`src/rtl/sram_requester_pkg.sv`:
```
// ============================================================
// Module : sram_requester_pkg
// Brief  : shared defaults and state type for the SRAM requester
// Rev    : 1.0
// ============================================================
`default_nettype none

package sram_requester_pkg;

    localparam int C_ADDR_W_DEF     = 10;
    localparam int C_DATA_W_DEF     = 32;
    localparam int C_MASK_W_DEF     = 4;
    localparam int C_RESP_DEPTH_DEF = 3;

    typedef enum logic [1:0] {
        BOOT = 2'd0,
        INIT = 2'd1,
        RUN  = 2'd2
    } req_state_e;

endpackage

`default_nettype wire

```
`src/rtl/sram_resp_fifo.sv`:
```
// ============================================================
// Module : sram_resp_fifo
// Brief  : small synchronous FIFO holding read responses
// Rev    : 1.0
// ============================================================
`default_nettype none

module sram_resp_fifo #(
    parameter int DEPTH = 3,
    parameter int WIDTH = 32,
    parameter int CNT_W = $clog2(DEPTH + 1)
) (
    input  logic             clk,
    input  logic             rst_n,
    input  logic             push,
    input  logic [WIDTH-1:0] push_data,
    input  logic             pop,
    output logic [WIDTH-1:0] pop_data,
    output logic [CNT_W-1:0] count,
    output logic             not_empty
);

    localparam int PTR_W = (DEPTH > 1) ? $clog2(DEPTH) : 1;
    localparam logic [PTR_W-1:0] C_LAST  = PTR_W'(DEPTH - 1);
    localparam logic [CNT_W-1:0] C_DEPTH = CNT_W'(DEPTH);

    logic [WIDTH-1:0] r_mem [DEPTH];
    logic [PTR_W-1:0] r_wr_ptr;
    logic [PTR_W-1:0] r_rd_ptr;
    logic [CNT_W-1:0] r_count;
    logic             w_pop;

    assign w_pop     = pop && (r_count != '0);
    assign pop_data  = r_mem[r_rd_ptr];
    assign count     = r_count;
    assign not_empty = (r_count != '0);

    always_ff @(posedge clk) begin
        if (push) begin
            r_mem[r_wr_ptr] <= push_data;
        end
    end

    always_ff @(posedge clk or negedge rst_n) begin
        if (!rst_n) begin
            r_wr_ptr <= '0;
            r_rd_ptr <= '0;
            r_count  <= '0;
        end else begin
            if (push) begin
                r_wr_ptr <= (r_wr_ptr == C_LAST) ? '0 : r_wr_ptr + 1'b1;
            end
            if (w_pop) begin
                r_rd_ptr <= (r_rd_ptr == C_LAST) ? '0 : r_rd_ptr + 1'b1;
            end
            case ({push, w_pop})
                2'b10:   r_count <= r_count + 1'b1;
                2'b01:   r_count <= r_count - 1'b1;
                default: r_count <= r_count;
            endcase
        end
    end

    // The requester throttles acceptance so a push never lands on a full FIFO.
    a_no_overflow : assert property (@(posedge clk) disable iff (!rst_n)
        !(push && !w_pop && (r_count == C_DEPTH)));

endmodule

`default_nettype wire

```
`src/rtl/sram_rw_requester.sv`:
```
// ============================================================
// Module : sram_rw_requester
// Brief  : valid/ready front end driving a 1-cycle-latency RW0 SRAM
// Rev    : 1.0
// ============================================================
`default_nettype none

module sram_rw_requester
    import sram_requester_pkg::*;
#(
    parameter int ADDR_W        = C_ADDR_W_DEF,
    parameter int DATA_W        = C_DATA_W_DEF,
    parameter int MASK_W        = C_MASK_W_DEF,
    parameter int RESP_DEPTH    = C_RESP_DEPTH_DEF,
    parameter int INIT_ON_RESET = 1
) (
    input  logic              clock,
    input  logic              reset_n,
    input  logic              req_valid,
    output logic              req_ready,
    input  logic              req_write,
    input  logic [ADDR_W-1:0] req_addr,
    input  logic [DATA_W-1:0] req_wdata,
    input  logic [MASK_W-1:0] req_wmask,
    output logic              resp_valid,
    input  logic              resp_ready,
    output logic [DATA_W-1:0] resp_rdata,
    output logic              init_done,
    output logic              sram_en,
    output logic              sram_wmode,
    output logic [ADDR_W-1:0] sram_addr,
    output logic [MASK_W-1:0] sram_wmask,
    output logic [DATA_W-1:0] sram_wdata,
    input  logic [DATA_W-1:0] sram_rdata
);

    localparam int CNT_W = $clog2(RESP_DEPTH + 1);
    localparam logic [CNT_W:0] C_RESP_DEPTH = (CNT_W + 1)'(RESP_DEPTH);

    req_state_e        r_state;
    req_state_e        w_state_nxt;
    logic [ADDR_W-1:0] r_init_addr;
    logic              r_rd_pending;
    logic [CNT_W-1:0]  w_fifo_count;
    logic [CNT_W:0]    w_occupancy;
    logic              w_room;
    logic              w_fire;
    logic              w_pop;

    // In-flight reads count against FIFO space so the push never overflows.
    assign w_occupancy = {1'b0, w_fifo_count} + {{CNT_W{1'b0}}, r_rd_pending};
    assign w_room      = (w_occupancy < C_RESP_DEPTH);
    assign w_fire      = (r_state == RUN) && w_room && req_valid;
    assign w_pop       = resp_valid && resp_ready;
    assign init_done   = (r_state == RUN);

    always_ff @(posedge clock or negedge reset_n) begin
        if (!reset_n) begin
            r_state <= BOOT;
        end else begin
            r_state <= w_state_nxt;
        end
    end

    always_comb begin
        w_state_nxt = r_state;
        case (r_state)
            BOOT:    w_state_nxt = (INIT_ON_RESET != 0) ? INIT : RUN;
            INIT:    w_state_nxt = (r_init_addr == '1) ? RUN : INIT;
            RUN:     w_state_nxt = RUN;
            default: w_state_nxt = BOOT;
        endcase
    end

    always_comb begin
        req_ready  = 1'b0;
        sram_en    = 1'b0;
        sram_wmode = 1'b0;
        sram_addr  = '0;
        sram_wmask = '0;
        sram_wdata = '0;
        case (r_state)
            INIT: begin
                sram_en    = 1'b1;
                sram_wmode = 1'b1;
                sram_addr  = r_init_addr;
                sram_wmask = '1;
            end
            RUN: begin
                req_ready = w_room;
                if (w_fire) begin
                    sram_en    = 1'b1;
                    sram_wmode = req_write;
                    sram_addr  = req_addr;
                    sram_wmask = req_wmask;
                    sram_wdata = req_wdata;
                end
            end
            default: ;
        endcase
    end

    always_ff @(posedge clock or negedge reset_n) begin
        if (!reset_n) begin
            r_init_addr  <= '0;
            r_rd_pending <= 1'b0;
        end else begin
            if (r_state == INIT) begin
                r_init_addr <= r_init_addr + 1'b1;
            end
            r_rd_pending <= w_fire && !req_write;
        end
    end

    sram_resp_fifo #(
        .DEPTH (RESP_DEPTH),
        .WIDTH (DATA_W),
        .CNT_W (CNT_W)
    ) u_resp_fifo (
        .clk       (clock),
        .rst_n     (reset_n),
        .push      (r_rd_pending),
        .push_data (sram_rdata),
        .pop       (w_pop),
        .pop_data  (resp_rdata),
        .count     (w_fifo_count),
        .not_empty (resp_valid)
    );

endmodule

`default_nettype wire

```
`config.mk`:
```
export PLATFORM = sky130hd
export DESIGN_NAME = sram_rw_requester
export DESIGN_NICKNAME = d
export VERILOG_FILES = /design/src/rtl/sram_requester_pkg.sv /design/src/rtl/sram_resp_fifo.sv /design/src/rtl/sram_rw_requester.sv
export SDC_FILE = /design/constraint.sdc
export NUM_CORES = 1
export LEC_CHECK = 0
export CAP_MARGIN = 0
export CELL_PAD_IN_SITES_DETAIL_PLACEMENT = 1
export CELL_PAD_IN_SITES_GLOBAL_PLACEMENT = 1
export CORE_MARGIN = 4
export CORE_UTILIZATION = 39
export CTS_BUF_LIST = sky130_fd_sc_hd__clkbuf_16
export DETAILED_ROUTE_END_ITERATION = 7
export GPL_TIMING_DRIVEN = 1
export PLACE_DENSITY_LB_ADDON = 0.3
export SYNTH_ARGS = -nofsm -noshare
export SYNTH_HDL_FRONTEND = slang
export SYNTH_SLANG_ARGS = --single-unit
```
`constraint.sdc`:
```
create_clock -name clock -period 9.86 [get_ports clock]
set_input_delay 1.972 -clock clock [delete_from_list [all_inputs] [get_ports clock]]
set_output_delay 1.972 -clock clock [all_outputs]
set_load 0.1 [all_outputs]
```
==> results.md <==
- Status: finished, final reports clean
- Post-cts resize count: 0
- Post-Syn Area: 0.00502 mm²
- WS Path Type: in2out
- Dominant cells by area after synthesis: edfxtp_1 (57%), dfrtp_1 (9.5%), mux2i_1 (6.4%)
- Die ar.: about 0.015 mm²
- Cts bufs inserted: 17
- Worst path arrival time: around 4.6 ns
- FF+latch count, synth: about 120
- Synth cell types: 34
- Worst Tran Pin Value: between 1 and 1.5 ns
- Main flop type after synthesis: edfxtp_1
- Clock latency at the later pin of the worst-skew pair: 0.40 ns
- Worst vdd ir: about 0.13 mV
- CTS Sinks: roughly 120
- Largest fanout on the critical path: 34
- Via-to-Cell Ratio: slightly below 5
- Post-Route WL: between 10 and 15 mm
- Total Power: around 1.9 mW
- Layout cells sized above 1: 0.0823
- Async SR Flop Fraction: 0.165
- Detail Route Antenna Nets: 0
- Setup Fix Bufs, Post-CTS: 0
- Die width: between 100 and 150 µm
- Setup_tns: 0 ns
- Clk slew on worst S/H paths: around 0.060 ns
- Tcrit/Tclk final: 0.663
- CTS H-Tree Depth: 4
- Clock Tree Buf Depth: 2
- Cell taking the most area after synthesis: edfxtp_1
- Flop2flop setup slack: approximately 8 ns
- Grt ovf: 0
- Pins Over Slew Limit: 0
- Worst slack at placement: around 3.3 ns
- CORE AREA: roughly 0.013 mm²
- EDFF count, synth: 96
- Fin crit period: about 6.5 ns
- Setup Skew: ~0.0093 ns
- Final setup violating endpoints: 0
- Cell count after synthesis: roughly 370
- Worst Hold Class: reg2reg
- Layout area overhead: 46.4%
- Largest net degree at the start of global routing: about 70
- Final Hold Viols: 0
- DR DRC count: 0
- CTS root buffer: clkbuf_16
- Final Core Density: 0.583
- DP Wirelength: 8.76 mm
- # hold bufs at CTS: 0
- Crit start category: input port
- PwrDens: about 260 mW/mm²
- TritonCTS clock tree: yes
- First drt pass iteration count: 4
- Vias: roughly 3500
- Worst setup EP type: output port
- Vias in the first global route: a little under 4000
- Die height: about 120 µm
- Rows: between 40 and 50
- Number of antenna diodes: 0
- Routed WL per cell: ~18 µm
- Starting Density: 0.398
- Io pins: between 150 and 200
- Max-cap violations: 0
- Initial drt markers: approximately 190
- Fmax: roughly 150 MHz
- Ys Warns: 0
- Nets@finish: 625
- Worst endpoint required time: between 7 and 8 ns
- First-pass GRT wire length: 20.1 mm
- Mapped Nets: 458
- Unrepaired setup endpoints after global routing: false
- Seq/Total Area, Yosys: 0.669
- Leak: ~2.7 nW
- Port Buf Inserts: around 170
- Final Worst Setup Slack: about 3.3 ns
- Area share of the largest cell type after synthesis: 0.574
- Final Wtd Congestion: 0.719
- Headroom to the max-slew limit: 0.271
- Initial antenna violation count: 0
- All-Layer GR Usage: 0.177
- Avg Cell Area, Syn: around 14 µm²
-- per-layer routing --
layer,vias to the layer above,track usage,routed length (µm)
li1,1677,-,-
met1,1714,0.192,4900
met3,13,0.0737,859
met2,105,0.317,6870
met4,0,0.0462,101
met5,-,0,0
-- cell usage after synthesis (6+ instances only) --
cell      count
a21boi_0     10
and2_1       33
buf_2         6
buf_6         6
clkbuf_1      6
dfrtp_1      19
edfxtp_1     96
ha_1          8
mux2i_1      32
nand2_1      47
nand4_1      11
nor2b_1       6
o21ai_0      33
xnor2_1       7
-- power breakdown --
group	total (mW)	switching [mW]	internal, mW
Clock	0.555	0.219	0.336
Combinational	0.731	0.540	0.192
Sequential	0.604	0.0696	0.535
-- final timing paths --
path | startpoint | endpoint | depth (start not counted)
setup / recovery | req_valid | sram_wdata[17] | 4
hold / removal | r_init_addr[8] | r_init_addr[8] | 1
setup reg to reg | r_state[1] | r_init_addr[8] | 5
hold reg to reg | r_init_addr[8] | r_init_addr[8] | 1
max in group asynchronous | reset_n | u_resp_fifo.r_rd_ptr[1] | 1
min in group asynchronous | reset_n | r_init_addr[5] | 1
-- cell families after synthesis --
family                   Yosys count  share of synthesized area
flip-flops                       115                      0.669
AND/OR/NAND/NOR                  119                      0.125
adder cells (fa/ha/maj)            8                     0.0199
AO/OA/AOI/OAI                     55                     0.0678
XOR/XNOR                          12                     0.0209
buffers and inverters             25                     0.0314
multiplexers                      33                     0.0660
-- registers in the layout, indices dropped and copies added, names as in the netlist --
| name | flops |
|---|---|
| r_state | 2 |
| r_rd_pending | 1 |
| u_resp_fifo.r_wr_ptr | 2 |
| u_resp_fifo.r_rd_ptr | 2 |
| r_init_addr | 10 |
| u_resp_fifo.count | 2 |
| u_resp_fifo.r_mem | 96 |
-- per-stage QoR --
stage,cells,hold WS [ns],instance area (µm²)
5_1_grt,719,0.521,7350
2_1_floorplan,367,0.456,5020
6_report,719,0.499,7350
4_1_cts,719,0.509,7350
3_5_place_dp,687,0.500,6800
3_3_place_gp,687,0.477,6800
-- layout by cell type, fill, tap and decap left out, types with 3 or more instances in the layout --
cell type        count
clkdlybuf4s50_1    165
edfxtp_1            96
nand2_1             47
o21ai_0             33
and2_1              33
mux2i_1             32
clkbuf_16           18
dfrtp_1             17
nand4_1             11
a21boi_0            10
ha_1                 8
xnor2_1              7
clkinvlp_4           7
nor2b_1              6
a41oi_1              5
xor2_1               5
inv_1                4
nand3_1              4
nor2_1               4
a21o_1               4
buf_4                4
clkinv_4             3
-- worst max-delay path: stages --
cell	delay [ns]
clkdlybuf4s50_1	0.79
and3_4	0.46
and2_1	0.18
clkdlybuf4s50_1	1.15
-- final cells by class --
cell class                 count  area, µm²
clock buffer                  18        450
clock inverter                14        105
fill                        1289       5270
sequential                   115       3360
timing repair buffer         169       1680
inverter                       4       15.0
multi-input combinational    227       1520
tap                          172        215
(Power assumes the default switching activity.)
